## config.mk

```make
export PLATFORM = sky130hd
export DESIGN_NAME = counter_seq_ctrl_flat
export DESIGN_NICKNAME = d
export VERILOG_FILES = /design/src/rtl/counter_seq_ctrl_if.sv /design/src/rtl/counter_seq_ctrl.sv /design/src/flat_wrapper.sv
export SDC_FILE = /design/constraint.sdc
export NUM_CORES = 1
export LEC_CHECK = 0
export ABC_AREA = 0
export CAP_MARGIN = 20
export CORE_ASPECT_RATIO = 0.7
export CORE_UTILIZATION = 30
export DETAILED_ROUTE_END_ITERATION = 7
export GPL_TIMING_DRIVEN = 1
export PLACE_DENSITY_LB_ADDON = 0.3
export SLEW_MARGIN = 40
export SYNTH_ARGS = -nofsm -noshare
export SYNTH_HDL_FRONTEND = slang
export SYNTH_SLANG_ARGS = --single-unit
```

## constraint.sdc

```tcl
create_clock -name clk -period 2.4 [get_ports clk]
set_input_delay 0.48 -clock clk [delete_from_list [all_inputs] [get_ports clk]]
set_output_delay 0.48 -clock clk [all_outputs]
set_load 0.02 [all_outputs]
```

## src/rtl/counter_seq_ctrl_if.sv

```systemverilog
// Handshake/bus bundle between the sequencer and its environment.
// The slave modport is the sequencer side.
interface counter_seq_ctrl_if #(
  parameter int unsigned CNT_W = 4
);
  logic             start;
  logic             stop;
  logic             pause;
  logic             bounce;
  logic [CNT_W-1:0] target_in;
  logic [CNT_W-1:0] count_in;
  logic             flag_in;
  logic             cnt_enb;
  logic             cnt_clr;
  logic             cnt_op;
  logic             busy;
  logic             done;
  logic             err;
  logic [2:0]       state;

  modport master (
    output start, stop, pause, bounce, target_in, count_in, flag_in,
    input  cnt_enb, cnt_clr, cnt_op, busy, done, err, state
  );

  modport slave (
    input  start, stop, pause, bounce, target_in, count_in, flag_in,
    output cnt_enb, cnt_clr, cnt_op, busy, done, err, state
  );
endinterface

```

## src/rtl/counter_seq_ctrl.sv

```systemverilog
// Sequencer driving an external up/down counter: clear, count up to a target,
// optionally count back down to zero, with prescaled steps, pause and abort.
module counter_seq_ctrl #(
  parameter int unsigned MAX_VALUE = 9,
  parameter int unsigned CNT_W     = 4,
  parameter int unsigned PRESCALE  = 4
) (
  input  logic               clk,
  input  logic               rst,
  counter_seq_ctrl_if.slave  bus
);
  localparam int unsigned PRE_W = 8;
  localparam logic [PRE_W-1:0] PRE_LAST = PRE_W'(PRESCALE - 1);
  localparam logic [CNT_W-1:0] MAX_CNT  = CNT_W'(MAX_VALUE);

  typedef enum logic [2:0] {
    IDLE  = 3'd0,
    CLEAR = 3'd1,
    UP    = 3'd2,
    DOWN  = 3'd3,
    PAUSE = 3'd4,
    DONE  = 3'd5
  } state_t;

  state_t           state_q, state_d;
  logic [PRE_W-1:0] presc_q;
  logic [CNT_W-1:0] target_q;
  logic             bounce_q;
  logic             ret_down_q;
  logic             err_q;
  logic             done_q;
  logic             running, step, launch, flag_hit;
  logic             enb_c, clr_c, op_c, busy_c;

  assign running  = (state_q == UP) || (state_q == DOWN);
  assign step     = running && (presc_q == PRE_LAST);
  assign flag_hit = running && bus.flag_in && !bus.stop;
  assign launch   = (state_d == CLEAR);

  // State register
  always_ff @(posedge clk or negedge rst) begin
    if (!rst) state_q <= IDLE;
    else      state_q <= state_d;
  end

  // Next-state logic; stop overrides everything, flag overrides the step decision
  always_comb begin
    state_d = state_q;
    case (state_q)
      IDLE, DONE: if (bus.start) state_d = CLEAR;
      CLEAR:      state_d = UP;
      UP: begin
        if (bus.flag_in)                           state_d = DONE;
        else if (step && bus.count_in == target_q) state_d = bounce_q ? DOWN : DONE;
        else if (bus.pause)                        state_d = PAUSE;
      end
      DOWN: begin
        if (bus.flag_in)                                     state_d = DONE;
        else if (step && bus.count_in == {CNT_W{1'b0}})      state_d = DONE;
        else if (bus.pause)                                  state_d = PAUSE;
      end
      PAUSE:      if (!bus.pause) state_d = ret_down_q ? DOWN : UP;
      default:    state_d = IDLE;
    endcase
    if (bus.stop) state_d = IDLE;
  end

  // Counter control outputs, decoded from state and the step instant
  always_comb begin
    enb_c  = 1'b0;
    clr_c  = 1'b0;
    op_c   = 1'b1;
    busy_c = 1'b0;
    case (state_q)
      CLEAR: begin
        enb_c  = 1'b1;
        clr_c  = 1'b1;
        busy_c = 1'b1;
      end
      UP: begin
        busy_c = 1'b1;
        enb_c  = step && (bus.count_in != target_q);
      end
      DOWN: begin
        busy_c = 1'b1;
        op_c   = 1'b0;
        enb_c  = step && (bus.count_in != {CNT_W{1'b0}});
      end
      PAUSE:   busy_c = 1'b1;
      default: ;
    endcase
  end

  // Prescaler: runs in UP/DOWN, holds across a pause, otherwise parked at 0
  always_ff @(posedge clk or negedge rst) begin
    if (!rst) begin
      presc_q <= '0;
    end else if (running && state_d == state_q) begin
      presc_q <= step ? '0 : presc_q + PRE_W'(1);
    end else if (running && state_d == PAUSE) begin
      presc_q <= step ? '0 : presc_q;
    end else if (state_q == PAUSE && state_d != IDLE) begin
      presc_q <= presc_q;
    end else begin
      presc_q <= '0;
    end
  end

  // Sequence context and status flags
  always_ff @(posedge clk or negedge rst) begin
    if (!rst) begin
      target_q   <= '0;
      bounce_q   <= 1'b0;
      ret_down_q <= 1'b0;
      err_q      <= 1'b0;
      done_q     <= 1'b0;
    end else begin
      if (launch) begin
        target_q <= (bus.target_in > MAX_CNT) ? MAX_CNT : bus.target_in;
        bounce_q <= bus.bounce;
      end
      if (running && state_d == PAUSE) ret_down_q <= (state_q == DOWN);
      if (launch)        err_q <= 1'b0;
      else if (flag_hit) err_q <= 1'b1;
      done_q <= (state_d == DONE) && (state_q != DONE);
    end
  end

  assign bus.cnt_enb = enb_c;
  assign bus.cnt_clr = clr_c;
  assign bus.cnt_op  = op_c;
  assign bus.busy    = busy_c;
  assign bus.done    = done_q;
  assign bus.err     = err_q;
  assign bus.state   = state_q;
endmodule

```

## src/flat_wrapper.sv

```systemverilog
// flat-port wrapper written by rule: the top's interface ports become plain ports
module counter_seq_ctrl_flat 
#(
  parameter int unsigned MAX_VALUE = 9,
  parameter int unsigned CNT_W     = 4,
  parameter int unsigned PRESCALE  = 4
)
  (clk, rst, bus_start, bus_stop, bus_pause, bus_bounce, bus_target_in, bus_count_in, bus_flag_in, bus_cnt_enb, bus_cnt_clr, bus_cnt_op, bus_busy, bus_done, bus_err, bus_state);
  counter_seq_ctrl_if #(.CNT_W(CNT_W)) bus_i ();
  input  logic clk;
  input  logic rst;
  input wire logic [$bits(bus_i.start)-1:0] bus_start;
  input wire logic [$bits(bus_i.stop)-1:0] bus_stop;
  input wire logic [$bits(bus_i.pause)-1:0] bus_pause;
  input wire logic [$bits(bus_i.bounce)-1:0] bus_bounce;
  input wire logic [$bits(bus_i.target_in)-1:0] bus_target_in;
  input wire logic [$bits(bus_i.count_in)-1:0] bus_count_in;
  input wire logic [$bits(bus_i.flag_in)-1:0] bus_flag_in;
  output wire logic [$bits(bus_i.cnt_enb)-1:0] bus_cnt_enb;
  output wire logic [$bits(bus_i.cnt_clr)-1:0] bus_cnt_clr;
  output wire logic [$bits(bus_i.cnt_op)-1:0] bus_cnt_op;
  output wire logic [$bits(bus_i.busy)-1:0] bus_busy;
  output wire logic [$bits(bus_i.done)-1:0] bus_done;
  output wire logic [$bits(bus_i.err)-1:0] bus_err;
  output wire logic [$bits(bus_i.state)-1:0] bus_state;
  assign bus_i.start = bus_start;
  assign bus_i.stop = bus_stop;
  assign bus_i.pause = bus_pause;
  assign bus_i.bounce = bus_bounce;
  assign bus_i.target_in = bus_target_in;
  assign bus_i.count_in = bus_count_in;
  assign bus_i.flag_in = bus_flag_in;
  assign bus_cnt_enb = bus_i.cnt_enb;
  assign bus_cnt_clr = bus_i.cnt_clr;
  assign bus_cnt_op = bus_i.cnt_op;
  assign bus_busy = bus_i.busy;
  assign bus_done = bus_i.done;
  assign bus_err = bus_i.err;
  assign bus_state = bus_i.state;
  counter_seq_ctrl #(.MAX_VALUE(MAX_VALUE), .CNT_W(CNT_W), .PRESCALE(PRESCALE)) u_core (.clk(clk), .rst(rst), .bus(bus_i));
endmodule
```

==> run summary, run 1 <==
The run finished, with violations left. The final reports fail on setup timing. In the final timing run, aggregate negative setup slack is -0.388 ns. The share of the core filled with cells in the final layout was 49.4%; the detailed placement HPWL was 2.53 mm.

Synthesis instantiated 42 different standard cells from the library. The floorplan row count was 19; the count of nets left with antenna violations after detail routing was 0. The power per cell area was 393 nW/um2. After the last flow step, the layout net total stands at 216. For this block, the initial DRC count from the detailed router was 78.

For the final weighted congestion of routability-driven global placement, the log shows 0.907. The total die area came out at 4400 um2. Setup repair after global routing could not meet its margin everywhere.

After synthesis, the most frequently instantiated cells are 19 x dfrtp_1, 16 x o21ai_0, 15 x nor2_1, 10 x inv_1, 7 x nand2_1. Using the TritonRoute via totals, the vias-per-cell ratio works out to 5.00. The area growth from synthesis to layout came out at 57.3%. The tools report the final worst setup slack as -0.0888 ns.

The tightest min-delay check is of the reg2reg type. Setup slack on the worst reg-to-reg path comes out at -0.09 ns. Critical path class: reg2reg. In this run the cell area measured after placement is 1740 um2. The worst hold path stage count is 1, and the via count of the first global-routing pass is 1,220. The post-synthesis net count is 154. The worst register-to-register path has a depth of 8. The die is 55.8 um tall. For the CTS buffer count, the log shows 3. The destination of the worst register-to-register timing path is u_core.target_q[3]. The run gives 2.55 ns as the required time of the critical path. The final layout contains routed wiring with a total length of 3.44 mm.

For the number of design rule violations left after detail routing, the log shows 0. The endpoint with the worst hold slack was u_core.bounce_q. Clock-pin slew was measured on the worst setup and hold paths at 0.08 ns. Once the floorplan was initialized, standard cells occupied 31.4% of the core.

The floorplan step defined a core boundary enclosing 3950 um2. The first global-routing pass estimated 5.69 mm of wire. In the global route stage, overall resource usage came out at 16.7%.

The total overflow left after global routing is 0. For the top-level I/O count, the log shows 24. Among all flip-flop cells after synthesis, the most frequent one is dfrtp_1. The peak fanout along the critical path was 5; the measured slew at the worst slew-check pin was 0.368 ns. Entering global routing, the biggest net connects 20 pins. For the TritonCTS sink count, the log shows 19.

STA classifies the critical path endpoint as a register. The number of filler cells placed in the layout is 399, and the latest clock arrival within the worst-skew pair is 0.26 ns. Yosys attributes the largest share of cell area to dfrtp_1 38%, o21ai_0 6.5%, mux2_2 5.4%, nor2_1 4.5%, xnor2_1 3.5%. The via count of the routed design was 1,255.

Counting along the longest clock path gives a buffer depth of 2. The tools report the cell chosen for the clock root as clkbuf_8. The number of placed cells counting well taps came out at 239. The synthesized design spends more area on one cell type than any other, namely dfrtp_1.

The diode insertion count for antenna repair is 0. Yosys instantiated no cell more often than dfrtp_1. In this run the biggest area consumer among cell types represents 38.3% of the synthesized area.

The worst setup path is launched from a register. The number of warnings issued by yosys is 0, and the number of port buffers is 23. TritonCTS built the clock tree. In the synthesized netlist, the number of instances is 138. The tool flagged a number of max-cap violations equal to 0.

The arrival time reported for the critical path endpoint was 2.64 ns. The peak supply drop is 0.229 mV, and the number of enable-type register cells in the synthesized netlist is 0. The maximum level of the CTS H-tree is 1, and the top achievable clock speed is 402 MHz.

Sequential elements use 38.3% of the synthesized area. In the synthesized netlist the async set-or-reset flop fraction comes to 100%. The share of cells above drive strength 1 works out to 37.7%.

After the flow finishes, the layout carries non-filler instances totaling 251. The floorplan step set the die width to 78.8 um. For the number of hold violations in the final report, the log shows 0. With fillers left out, the area of the finished cells amounts to 1950 um2. Setup violations remaining at the end of the flow were counted as 5. In this run the critical register-to-register path is launched from u_core.presc_q[0].

Dividing the synthesized area by the synthesized cell count gives 8.99 um2. The startpoint identified for the worst hold timing path is u_core.bounce_q. Before antenna repair, the detailed router went through 5 iterations. The final setup skew is 0.00566 ns, and the average detailed-routed wire length per instance is 13.7 um.

The routed design could run at a clock period as short as 2.49 ns. For the leakage component of the power, the log shows 0.000830 uW. The worst pin sits at a relative slew slack of 75.5%.

The cell area that synthesis handed to floorplanning was 1240 um2. The flop and latch count out of synthesis was 19; the final number of max-transition violations was 0. After layout, the worst path uses 104% of the clock period. Number of antenna violations at the first check in global routing: 0.
[layout make-up]
| type | count | area, um2 | area share (%) |
|---|---|---|---|
| tap | 52 | 65.1 | 3.34 |
| multi-input combinational | 106 | 816 | 41.8 |
| inverter | 10 | 37.5 | 1.92 |
| clock buffer | 3 | 41.3 | 2.12 |
| clock inverter | 1 | 7.51 | 0.385 |
| timing repair buffer | 60 | 504 | 25.8 |
| sequential | 19 | 479 | 24.6 |
[metrics by stage]
stage	setup slack [ns]	total power, uW	hold WS [ns]
after CTS	-0.227	767	0.515
final	-0.0888	767	0.526
after global placement	-0.500	515	0.507
after global routing	-0.168	814	0.554
after floorplan	-0.124	432	0.184
after detailed placement	-0.563	517	0.497
[how the worst max path moves through the flow]
stage | startpoint | end | slack (ns) | cells past startpoint
4_1_cts | u_core.presc_q[1] | u_core.target_q[3] | -0.23 | 8
3_3_place_gp | bus_count_in[3] | u_core.target_q[1] | -0.50 | 8
3_5_place_dp | bus_count_in[2] | u_core.target_q[3] | -0.56 | 8
2_1_floorplan | u_core.presc_q[0] | u_core.bounce_q | -0.12 | 7
5_1_grt | u_core.presc_q[0] | u_core.target_q[3] | -0.17 | 9
6_report | u_core.presc_q[0] | u_core.target_q[3] | -0.09 | 8
[critical path, cell delays in order, from the launching register on]
cell and delay [ns]:
dfrtp_1 0.36, ha_2 0.19, nor4b_4 0.25, nand2_2 0.10, or3_4 0.34, a311o_1 0.32
a2111oi_4 0.32, buf_4 0.21, mux2_4 0.30
[routing by layer]
metal / track usage, % / vias to the layer above / share of wire (%) / routed length, um
li1: - / 615 / - / -
met1: 22.9 / 606 / 48 / 1650
met2: 27.0 / 31 / 46 / 1590
met3: 4.26 / 3 / 5.1 / 177
met4: 3.12 / 0 / 0.58 / 20
met5: 0 / - / 0 / 0
[kinds of logic (layout without fill, tap and decap cells)]
kind of cell	count (synthesis)	after routing	synth area share (%)
AOI/OAI and AO/OA	36	36	20.0
xor gates and xnor gates	5	5	3.53
adders and majority gates	1	1	1.01
buffers and inverters	13	74	3.94
and+or+nand+nor	57	57	26.9
DFF	19	19	38.3
muxes	7	7	6.26
[flip-flops by register name (all words and copies together) (netlist names)]
register	cells
u_core.ret_down_q	1
u_core.bounce_q	1
u_core.bus.state	3
u_core.bus.done	1
u_core.presc_q	8
u_core.target_q	4
u_core.bus.err	1
[power by group]
group	switching, uW	internal (uW)	leakage, uW
clock	117	117	0.0000217
combinational	73.9	103	0.000558
sequential	16.5	339	0.000250
total	207	560	0.000830
[repair_timing]
item	CTS	global route
gates resized for setup	20	21
setup buffers	7	2
pin swaps	9	7
setup endpoints to repair	14	18
hold buffers	0	0
[cells in the final DEF (no fill, tap or decap), drive strengths merged, types with 3 or more instances in the layout]
master,count
a21oi,5
a31oi,3
and3,4
buf,38
clkbuf,3
clkdlybuf4s50,18
dfrtp,19
dlygate4sd2,4
inv,10
mux2,6
nand2,8
nand2b,4
nand3,3
nor2,15
nor2b,5
nor3,3
o21ai,16
or3b,3
xnor2,5
(Power assumes the default switching activity.)
==> run 2: changes to the inputs <==
--- a/config.mk
+++ b/config.mk
@@ -9,6 +9,7 @@
 export CAP_MARGIN = 20
 export CORE_ASPECT_RATIO = 0.7
 export CORE_UTILIZATION = 30
+export CTS_CLUSTER_SIZE = 40
 export DETAILED_ROUTE_END_ITERATION = 7
 export GPL_TIMING_DRIVEN = 1
 export PLACE_DENSITY_LB_ADDON = 0.3
==> results of run 2 <==
Same layout as run 1: the final DEF is identical, and so are final timing and power.
==> run 3: changes to the inputs <==
--- a/config.mk
+++ b/config.mk
@@ -13,6 +13,7 @@
 export DETAILED_ROUTE_END_ITERATION = 7
 export GPL_TIMING_DRIVEN = 1
 export PLACE_DENSITY_LB_ADDON = 0.3
+export SETUP_SLACK_MARGIN = 0.3
 export SLEW_MARGIN = 40
 export SYNTH_ARGS = -nofsm -noshare
 export SYNTH_HDL_FRONTEND = slang
==> run 3 against run 2 <==
Against the previous run: the run still ends with setup timing left; sequential power about the same; die area is the same; power is essentially flat; routed wire length grew 3.6%; non-clock buffer count up 2; design area is 0.96% higher; largest cell class unchanged.
==> run summary, run 3 (synthesis results as in run 1) <==
The worst max-slew margin expressed relative to the limit came out at 76.0% (+0.49 points). The endpoint type of the worst setup path was a register. Maximum level of the CTS H-tree: 1 (unchanged).

The total core area is 3950 um2 (unchanged), and the final setup skew is 0.00120 ns (-0.00445 ns). In this run the most used layer during global routing was met2. For the routing usage on met2, the log shows 29.1% (+2.1 points). The logs give 0.894 (-1.4%) for the final weighted congestion of routability-driven global placement and 7 (+2) for the number of failing setup endpoints in the final timing report. The via count of the routed design was 1,285 (+2.4%); the flip-flop count of the largest register after layout was 8 (unchanged). For the number of placed cells counting well taps, the log shows 241 (+0.84%). The maximum buffer depth of the clock tree came out at 2 (unchanged). The number of max-capacitance violations reported is 0 (unchanged), and the starting density of the core is 31.4% (unchanged). The detailed placement HPWL was 2.52 mm (-0.63%).

The top achievable clock speed was 389 MHz (-3.1%); the number of antenna violations at the first check in global routing was 0 (unchanged). The number of iterations in the first detailed-routing pass was 4 (-1); the clock transition at the registers of the reported paths was 0.08 ns (about the same). The global-route wire length before repair came out at 6.04 mm (+6.1%). The count of non-filler cells in the finished layout was 253 (+0.80%). The type of the most critical hold path was reg2reg. The final worst setup slack is -0.168 ns (-0.0794 ns). The peak supply drop was 0.301 mV (+32%).

The run gives 23.0% (+0.11 points) as the met1 track demand over resource in global routing. The number of nets in the final layout came out at 218 (+0.93%). The peak fanout along the critical path works out to 5 (unchanged). The library cell used most frequently in the layout, excluding fill and tap cells, is buf_4. The average detailed-routed wire length per instance was 14.1 um (+2.8%). The flow ran to the end, but the final reports show violations.

Chip width: 78.8 um (unchanged). The logs give 19 (unchanged) for the TritonCTS sink count and 0 (unchanged) for the number of hold violations in the final report. The CTS buffer count came out at 3 (unchanged). The via count of the first global-routing pass is 1,260 (+3.3%). The power per cell area was 390 nW/um2 (-0.88%).

The library cells used most frequently in the layout, excluding fill and tap cells, are 38 x buf_4, 17 x dfrtp_1, 15 x clkdlybuf4s50_1, 14 x nor2_1, 10 x inv_1. The logs give 24 (unchanged) for the top-level I/O count and 0 (unchanged) for the residual overflow from global routing. Register with the highest flop count: u_core.presc_q. For the count of nets left with antenna violations after detail routing, the log shows 0 (unchanged).

Post-route fraction of the period consumed by the critical path: 107% (+3.3 points). The number of filler cells placed in the layout came out at 388 (-2.8%). The largest net degree at the start of global routing is 20 (unchanged). For the multi-input gate area in the final layout, the log shows 823 um2 (+0.92%). The number of port buffers came out at 23 (unchanged). The measured slew at the worst slew-check pin is 0.359 ns (-0.00896 ns), and the number of DRC markers after the initial detailed-route iteration is 63 (-19%). The leakage component of the power was 0.000848 uW (+2.1%). TritonCTS built the clock tree.

Critical path class: in2reg. The overall die height came out at 55.8 um (unchanged). For the total die area, the log shows 4400 um2 (unchanged).

For the required time of the critical path, the log shows 2.55 ns (about the same). The post-route minimum period is 2.57 ns (+0.0794 ns), and the final number of max-transition violations is 0 (unchanged). The via-per-instance ratio came out at 5.08 (+1.6%). Post-cts hold buffer count: 0 (unchanged). Relative to the synthesized area, the layout overhead comes to 58.8%. The worst setup path is launched from a primary input. Setup repair after global routing could not meet its margin everywhere. The latest clock arrival within the worst-skew pair is 0.26 ns (about the same), and the diode insertion count for antenna repair is 0 (unchanged). The worst hold slack across all endpoints is 0.536 ns (+0.0105 ns), and the floorplan row count is 19 (unchanged). For the all-layer global routing usage, the log shows 17.5% (+0.78 points). The run gives 3.57 mm (+3.6%) as the detailed-route wire length. The arrival time reported for the critical path endpoint was 2.72 ns (+0.08 ns); the share of cells above drive strength 1 was 39.3% (+1.6 points).

Number of design rule violations left after detail routing: 0 (unchanged). The tools report the met3 demand-to-capacity share in global routing as 4.43% (+0.16 points). The final reports fail on setup timing. Sequential standard cell area: 478 um2 (-0.26%). The cell chosen for the clock root was clkbuf_8.
-- run 3: cell types whose count changed in the layout (fill, tap and decap cells not counted), sizes merged --
cell and delta:
buf +2, clkdlybuf4s50 -3, clkinv +1, clkinvlp -1, dlygate4sd2 +3
-- run 3: stage by stage --
step	utilization, %	setup TNS [ns]	setup WS (ns)	total power (uW)	instance area [um2]
2_1_floorplan	-	-0.618	-0.124	434	1260
3_3_place_gp	44.9	-6.41	-0.583	513	1770
3_5_place_dp	44.9	-6.94	-0.597	516	1770
4_1_cts	49.0	-1.30	-0.250	769	1930
5_1_grt	49.9	-1.95	-0.246	805	1970
6_report	49.9	-0.983	-0.168	768	1970
-- run 3: layout make-up --
class | count | share of cell area, %
Multi-Input combinational cell | 106 | 41.8
Sequential cell | 19 | 24.3
Clock buffer | 3 | 2.10
Clock inverter | 1 | 0.254
Tap cell | 52 | 3.30
Inverter | 10 | 1.91
Timing Repair Buffer | 62 | 26.4
-- run 3: repair_timing --
action,4_1_cts,5_1_grt
resized for setup,39,4
buffers inserted,5,3
setup endpoints to repair,22,19
cloned,0,0
pin swaps,10,8
-- run 3: worst max-delay path: stages --
cell and delay, ns:
dlygate4sd2_1 0.26, xnor2_1 0.18, nand4_1 0.16, or3_4 0.42, a311o_1 0.38, a2111oi_4 0.35, buf_6 0.18, mux2_4 0.30
-- run 3: worst paths after layout --
check | start | to | slack, ns | depth (start not counted)
max | bus_count_in[2] | u_core.target_q[1] | -0.17 | 8
min | u_core.target_q[0] | u_core.target_q[0] | 0.54 | 1
max reg2reg | u_core.presc_q[0] | u_core.target_q[1] | -0.12 | 8
min reg2reg | u_core.target_q[0] | u_core.target_q[0] | 0.54 | 1
max in group asynchronous | rst | u_core.bus.state[2] | 1.61 | 2
min in group asynchronous | rst | u_core.presc_q[0] | 0.55 | 2
-- run 3: routing by layer --
layer / part of all wire, % / wire length (um)
met3: 4.4 / 157
met5: 0 / 0
met1: 48 / 1700
met2: 47 / 1660
met4: 1.3 / 47
-- run 3: report_power, final --
part	internal, uW	total [uW]	switching, uW
registers	339	356	16.5
logic	104	181	76.7
clock network	116	231	116
